**src/rtl/mem_pkg.sv**
```systemverilog
// Shared definitions for the MEM stage: funct3 codes, trap causes, FSM states.
package mem_pkg;

    localparam logic [2:0] F3_LB  = 3'b000;
    localparam logic [2:0] F3_LH  = 3'b001;
    localparam logic [2:0] F3_LW  = 3'b010;
    localparam logic [2:0] F3_LBU = 3'b100;
    localparam logic [2:0] F3_LHU = 3'b101;

    localparam logic [2:0] F3_SB  = 3'b000;
    localparam logic [2:0] F3_SH  = 3'b001;
    localparam logic [2:0] F3_SW  = 3'b010;

    localparam logic [3:0] CAUSE_LD_MISALIGN = 4'd4;
    localparam logic [3:0] CAUSE_LD_FAULT    = 4'd5;
    localparam logic [3:0] CAUSE_ST_MISALIGN = 4'd6;
    localparam logic [3:0] CAUSE_ST_FAULT    = 4'd7;

    typedef enum logic [1:0] {
        S_IDLE = 2'd0,
        S_REQ  = 2'd1,
        S_RESP = 2'd2
    } mem_state_t;

endpackage

```
**src/rtl/mem_access_stage_align.sv**
```systemverilog
// Byte-lane steering: load extraction/extension and store strobe/replication.
module mem_access_stage_align
    import mem_pkg::*;
(
    input  logic [1:0]  ld_lane,
    input  logic [2:0]  load_type,
    input  logic [31:0] rdata,
    input  logic [1:0]  st_lane,
    input  logic [2:0]  store_type,
    input  logic [31:0] store_data,
    output logic [31:0] load_value,
    output logic [3:0]  wstrb,
    output logic [31:0] wdata
);

    logic [7:0]  ld_byte;
    logic [15:0] ld_half;

    assign ld_byte = rdata[{ld_lane, 3'b000} +: 8];
    assign ld_half = rdata[{ld_lane[1], 4'b0000} +: 16];

    always_comb begin
        load_value = rdata;
        case (load_type)
            F3_LB:   load_value = {{24{ld_byte[7]}}, ld_byte};
            F3_LBU:  load_value = {24'b0, ld_byte};
            F3_LH:   load_value = {{16{ld_half[15]}}, ld_half};
            F3_LHU:  load_value = {16'b0, ld_half};
            default: load_value = rdata;
        endcase
    end

    always_comb begin
        wstrb = 4'b1111;
        wdata = store_data;
        case (store_type)
            F3_SB: begin
                wstrb = 4'b0001 << st_lane;
                wdata = {4{store_data[7:0]}};
            end
            F3_SH: begin
                wstrb = 4'b0011 << {st_lane[1], 1'b0};
                wdata = {2{store_data[15:0]}};
            end
            default: begin
                wstrb = 4'b1111;
                wdata = store_data;
            end
        endcase
    end

endmodule

```
**src/rtl/mem_access_stage.sv**
```systemverilog
// Pipeline MEM stage: data-memory access FSM, writeback bundle and trap generation.
module mem_access_stage
    import mem_pkg::*;
#(
    parameter int TIMEOUT_CYCLES = 255,
    parameter int CNT_W          = 8
) (
    input  logic        clk,
    input  logic        reset,
    input  logic        ex_valid,
    input  logic [31:0] ex_result,
    input  logic [31:0] ex_ram_address,
    input  logic [31:0] ex_store_data,
    input  logic [4:0]  ex_rd,
    input  logic        ex_reg_write,
    input  logic        is_load,
    input  logic        is_store,
    input  logic [2:0]  load_type,
    input  logic [2:0]  store_type,
    input  logic        misaligned,
    output logic        dmem_req,
    output logic        dmem_we,
    output logic [29:0] dmem_addr,
    output logic [3:0]  dmem_wstrb,
    output logic [31:0] dmem_wdata,
    input  logic        dmem_gnt,
    input  logic        dmem_rvalid,
    input  logic [31:0] dmem_rdata,
    output logic        mem_stall,
    output logic        mem_wb_valid,
    output logic [4:0]  mem_wb_rd,
    output logic [31:0] mem_wb_result,
    output logic        mem_wb_reg_write,
    output logic        mem_trap,
    output logic [3:0]  mem_trap_cause,
    output logic [31:0] mem_trap_addr
);

    mem_state_t       state;
    logic [CNT_W-1:0] cnt;
    logic [31:0]      addr_q;
    logic [4:0]       rd_q;
    logic             rw_q;
    logic             load_q;
    logic             we_q;
    logic [2:0]       ltype_q;
    logic [3:0]       wstrb_q;
    logic [31:0]      wdata_q;

    logic             is_mem;
    logic             start;
    logic             timeout;
    logic [31:0]      load_value;
    logic [3:0]       st_strb;
    logic [31:0]      st_data;

    assign is_mem  = is_load | is_store;
    assign start   = ex_valid & is_mem & ~misaligned;
    assign timeout = (state != S_IDLE) &&
                     (cnt == CNT_W'(TIMEOUT_CYCLES - 1));

    mem_access_stage_align u_align (
        .ld_lane    (addr_q[1:0]),
        .load_type  (ltype_q),
        .rdata      (dmem_rdata),
        .st_lane    (ex_ram_address[1:0]),
        .store_type (store_type),
        .store_data (ex_store_data),
        .load_value (load_value),
        .wstrb      (st_strb),
        .wdata      (st_data)
    );

    assign dmem_req   = (state == S_REQ);
    assign dmem_we    = we_q;
    assign dmem_addr  = addr_q[31:2];
    assign dmem_wstrb = wstrb_q;
    assign dmem_wdata = wdata_q;

    // Stall also drops on timeout so the faulting instruction is not reissued.
    assign mem_stall = ((state == S_IDLE) & start) |
                       ((state == S_REQ) & ~timeout) |
                       ((state == S_RESP) & ~dmem_rvalid & ~timeout);

    always_ff @(posedge clk or negedge reset) begin
        if (!reset) begin
            state            <= S_IDLE;
            cnt              <= '0;
            addr_q           <= '0;
            rd_q             <= '0;
            rw_q             <= 1'b0;
            load_q           <= 1'b0;
            we_q             <= 1'b0;
            ltype_q          <= '0;
            wstrb_q          <= '0;
            wdata_q          <= '0;
            mem_wb_valid     <= 1'b0;
            mem_wb_rd        <= '0;
            mem_wb_result    <= '0;
            mem_wb_reg_write <= 1'b0;
            mem_trap         <= 1'b0;
            mem_trap_cause   <= '0;
            mem_trap_addr    <= '0;
        end else begin
            mem_wb_valid <= 1'b0;
            mem_trap     <= 1'b0;
            case (state)
                S_IDLE: begin
                    cnt <= '0;
                    if (ex_valid && is_mem && misaligned) begin
                        mem_wb_valid     <= 1'b1;
                        mem_wb_rd        <= ex_rd;
                        mem_wb_result    <= '0;
                        mem_wb_reg_write <= 1'b0;
                        mem_trap         <= 1'b1;
                        mem_trap_cause   <= is_load ? CAUSE_LD_MISALIGN
                                                    : CAUSE_ST_MISALIGN;
                        mem_trap_addr    <= ex_ram_address;
                    end else if (start) begin
                        state   <= S_REQ;
                        addr_q  <= ex_ram_address;
                        rd_q    <= ex_rd;
                        rw_q    <= ex_reg_write;
                        load_q  <= is_load;
                        we_q    <= ~is_load;
                        ltype_q <= load_type;
                        wstrb_q <= is_load ? 4'b0000 : st_strb;
                        wdata_q <= st_data;
                    end else if (ex_valid) begin
                        mem_wb_valid     <= 1'b1;
                        mem_wb_rd        <= ex_rd;
                        mem_wb_result    <= ex_result;
                        mem_wb_reg_write <= ex_reg_write;
                    end
                end
                S_REQ, S_RESP: begin
                    cnt <= cnt + 1'b1;
                    if (state == S_RESP && dmem_rvalid) begin
                        state            <= S_IDLE;
                        mem_wb_valid     <= 1'b1;
                        mem_wb_rd        <= rd_q;
                        mem_wb_result    <= load_q ? load_value : '0;
                        mem_wb_reg_write <= load_q & rw_q;
                    end else if (timeout) begin
                        state            <= S_IDLE;
                        mem_wb_valid     <= 1'b1;
                        mem_wb_rd        <= rd_q;
                        mem_wb_result    <= '0;
                        mem_wb_reg_write <= 1'b0;
                        mem_trap         <= 1'b1;
                        mem_trap_cause   <= load_q ? CAUSE_LD_FAULT
                                                   : CAUSE_ST_FAULT;
                        mem_trap_addr    <= addr_q;
                    end else if (state == S_REQ && dmem_gnt) begin
                        state <= S_RESP;
                    end
                end
                default: state <= S_IDLE;
            endcase
        end
    end

endmodule
```
**config.mk**
```make
export PLATFORM = sky130hd
export DESIGN_NAME = mem_access_stage
export DESIGN_NICKNAME = d
export VERILOG_FILES = /design/src/rtl/mem_pkg.sv /design/src/rtl/mem_access_stage_align.sv /design/src/rtl/mem_access_stage.sv
export SDC_FILE = /design/constraint.sdc
export NUM_CORES = 1
export LEC_CHECK = 0
export ABC_AREA = 1
export BUFFER_PORTS_ARGS = -buffer_cell sky130_fd_sc_hd__buf_4
export CORE_MARGIN = 2
export CORE_UTILIZATION = 40
export CTS_BUF_LIST = sky130_fd_sc_hd__clkbuf_8
export CTS_CLUSTER_SIZE = 20
export DETAILED_ROUTE_END_ITERATION = 8
export PLACE_DENSITY = 0.77
export SYNTH_ARGS = -nofsm -noshare
export SYNTH_HDL_FRONTEND = slang
export SYNTH_HIERARCHICAL = 1
export SYNTH_SLANG_ARGS = --single-unit
```
**constraint.sdc**
```tcl
create_clock -name clk -period 1.8 [get_ports clk]
set_input_delay 0 -clock clk [delete_from_list [all_inputs] [get_ports clk]]
set_output_delay 0 -clock clk [all_outputs]
set_load 0.005 [all_outputs]
```
==> qor.yml <==
pwr-share-comb_pct: 57.0
drive_gt1_share_pct: 24.7
vias: 9804
die_w_um: 156
switching_share_pct: 44.6
rows: 55
fin_worst_skew_ns: 0.0163
worstPathCellList: "inv_2, buf_4, ha_4, nand2_4, inv_1, nor2_4, nand3_2, nand2_4, clkbuf_16, nand3_1, nand2_1"
run_status: "finished clean"
drc: 0
yosys_most_used_dff: "dfrtp_1"
pwr_density_cell_nw_per_um2: 1580
slowest_delay_ns: 0.38
htreeDepth: 4
placed_area_um2: 11600
report.final.setup_viol: 0
path_delay_family: "simple AND/OR/NAND/NOR gates"
place_congestion: 0.884
synthArstFlopShare_pct: 100
path_clk_slew_ns: 0.10
grt_util_all_layers_pct: 24.9
postRouteAntennaNets: 0
fin_area_um2: 13500
maxCapViolations: 0
cts.sinks: 164
finalPower_mw: 21.3
start_util_pct: 40.9
setup_slack_ns: 0.0724
synth_edf_count: 0
crit_type: "reg2reg"
grt_pass1_wl_um: 48400
rsz0062_at_grt: "yes"
internal_power_mw: 11.8
vias_per_cell: 4.98
clock-root-buffer: "clkbuf_8"
syn_area_um2: 9280
grt_pass1_vias: 9797
clk-insertion-delay-late_ns: 0.46
syn_avg_cell_area_um2: 7.14
setup_tns_ns: 0
clockPowerShare_pct: 12.8
grt_overflow: 0
antenna_found_initial: 0
port_buffers: 291
wirelength_um: 31000
hold_viol: 0
final.min_clock_period_ns: 1.73
dp_cells: 1803
ys_seq_area_share_pct: 44.2
die_area_um2: 24400
ys_ff_latch: 164
switchingPower_mw: 9.50
cp_data_required_time_ns: 2.20
drt-initial-drc-count: 622
post-dp-hpwl_um: 20900
nets: 1827
firstDrtPassIters: 5
finalCritPeriodShare_pct: 96.0
start_kind: "register"
pin_count: 293
cts.path.max_buffers: 2
fin_util_pct: 59.3
fin_cells: 1970
cp.buffers_inverters: 4
crit_cells: 11
die_y_um: 156
post-place-ws_ns: -0.0657
arrival_ns: 2.12
synth_cell_types: 37
cp_slowest_cell: "dfrtp_1"
whs_ns: 0.0224
cpMostUsedCell: "nand2_4"
hold_path_class: "in2reg"
core_area_um2: 22700
whs_path_depth: 7
ir_worst_vdd_mv: 0.835
grt_max_degree: 58
fmax_mhz: 579
synth_cells: 1300
p_leak_nw: 7.44
crit_fanout: 8
wl_per_cell_um: 15.8
r2r_cells: 11
final_max_slew_viol_count: 0
antenna_cells: 0
seqPwrFrac_pct: 30.3
cts_tree: "built"
area_growth_pct: 45.0
syn-num-nets: 1455
synth_warnings: 6
cts_made_buffers: 17
endpoint_kind: "register"
## logic make-up after synthesis
logic type               count (synthesis)  synth area share, %
AO/OA/AOI/OAI                          122                 7.09
flip-flops                             164                 44.2
other                                    1               0.0404
XOR/XNOR                                 2                0.189
AND/OR/NAND/NOR                        773                 34.7
adder cells (fa/ha/maj)                  7                0.943
buffers and inverters                  231                 12.8
## metal layers
layer  vias up  share of wire (%)  global-route usage, %
met2       458                 49                   42.6
li1       4736                  -                      -
met4         0                4.1                   12.4
met3        88                7.4                   5.26
met5         -                  0                      0
met1      4522                 39                   29.6
## synth_stat cells (4+ instances only)
cell type	n	area (µm²)
nand2_1	561	2110
dfrtp_1	164	4100
nand3_1	123	616
inv_1	112	420
o21ai_0	83	415
buf_4	51	383
nor2_1	50	188
buf_2	34	170
clkbuf_1	14	52.6
o211ai_1	14	105
o21ai_1	14	70.1
buf_6	11	124
ha_1	7	87.6
inv_2	7	26.3
nand4_1	7	43.8
nand2_2	6	37.5
nor2_4	6	67.6
a21oi_1	5	25.0
or2_2	4	25.0
## cells in the final DEF, fill, tap and decap left out, types with 2 or more instances in the layout
master	count
clkbuf_8	17
clkinv_8	4
o211ai_1	14
nand3_1	122
xor2_1	2
dfrtp_2	2
nor2_1	49
inv_1	109
nand2_4	4
nor2_2	2
inv_2	8
a21oi_1	5
nor2_4	7
buf_12	15
dfrtp_1	162
inv_8	3
nand2_2	5
dlygate4sd3_1	127
clkinvlp_4	2
nand3_2	4
ha_1	4
o21ai_1	14
or2_0	3
o21ai_0	82
ha_4	2
o21a_1	3
nand4_1	7
clkbuf_16	3
or2_2	4
nand2_1	559
buf_6	3
clkinv_4	3
inv_6	4
inv_4	2
buf_4	315
## state kept, by name, summed over array words and instances (netlist names)
name	count
addr_q	32
cnt	8
dmem_wdata	32
dmem_we	1
dmem_wstrb	4
load_q	1
ltype_q	3
mem_trap	1
mem_trap_addr	32
mem_trap_cause	3
mem_wb_rd	5
mem_wb_reg_write	1
mem_wb_result	32
mem_wb_valid	1
rd_q	5
rw_q	1
state	2
## cell type report
class	instances	area [µm²]
clock buffers	17	234
clock inverters	15	166
fillers	1982	9250
inverters	120	460
multi-input cells	905	4070
flip-flops and latches	164	4110
well taps	285	357
repair buffers	464	4060
## timing repair
item	CTS	global route
pin swaps	0	7
cloned	0	3
setup endpoints to repair	41	77
hold endpoints to repair	315	0
hold buffers	127	0
gates resized for setup	3	23
setup buffers	1	4
## final timing paths
kind / end / slack (ns) / start
max: mem_trap_addr[12] / 0.07 / state[0]
min: mem_wb_result[26] / 0.02 / dmem_rdata[26]
max reg2reg: mem_trap_addr[12] / 0.07 / state[0]
min reg2reg: mem_trap_cause[2] / 0.48 / mem_trap_cause[2]
max in group asynchronous: mem_trap_addr[29] / 1.08 / reset
min in group asynchronous: mem_wb_result[6] / 0.04 / reset
## worst min-delay path, cell delays in order
cell     delay [ns]
buf_4          0.09
nand2_1        0.05
nand3_1        0.07
nand2_1        0.05
nand2_1        0.06
nand3_1        0.07
nand2_1        0.06
## power groups by stage
stage	clock [mW]	combinational [mW]	sequential [mW]
final	2.71	12.1	6.44
after global routing	2.93	13.5	6.62
after CTS	2.78	11.6	6.40
after detailed placement	0	11.3	6.42
after global placement	0	11.0	6.38
after floorplan	0	7.07	6.23
(Power assumes the default switching activity.)
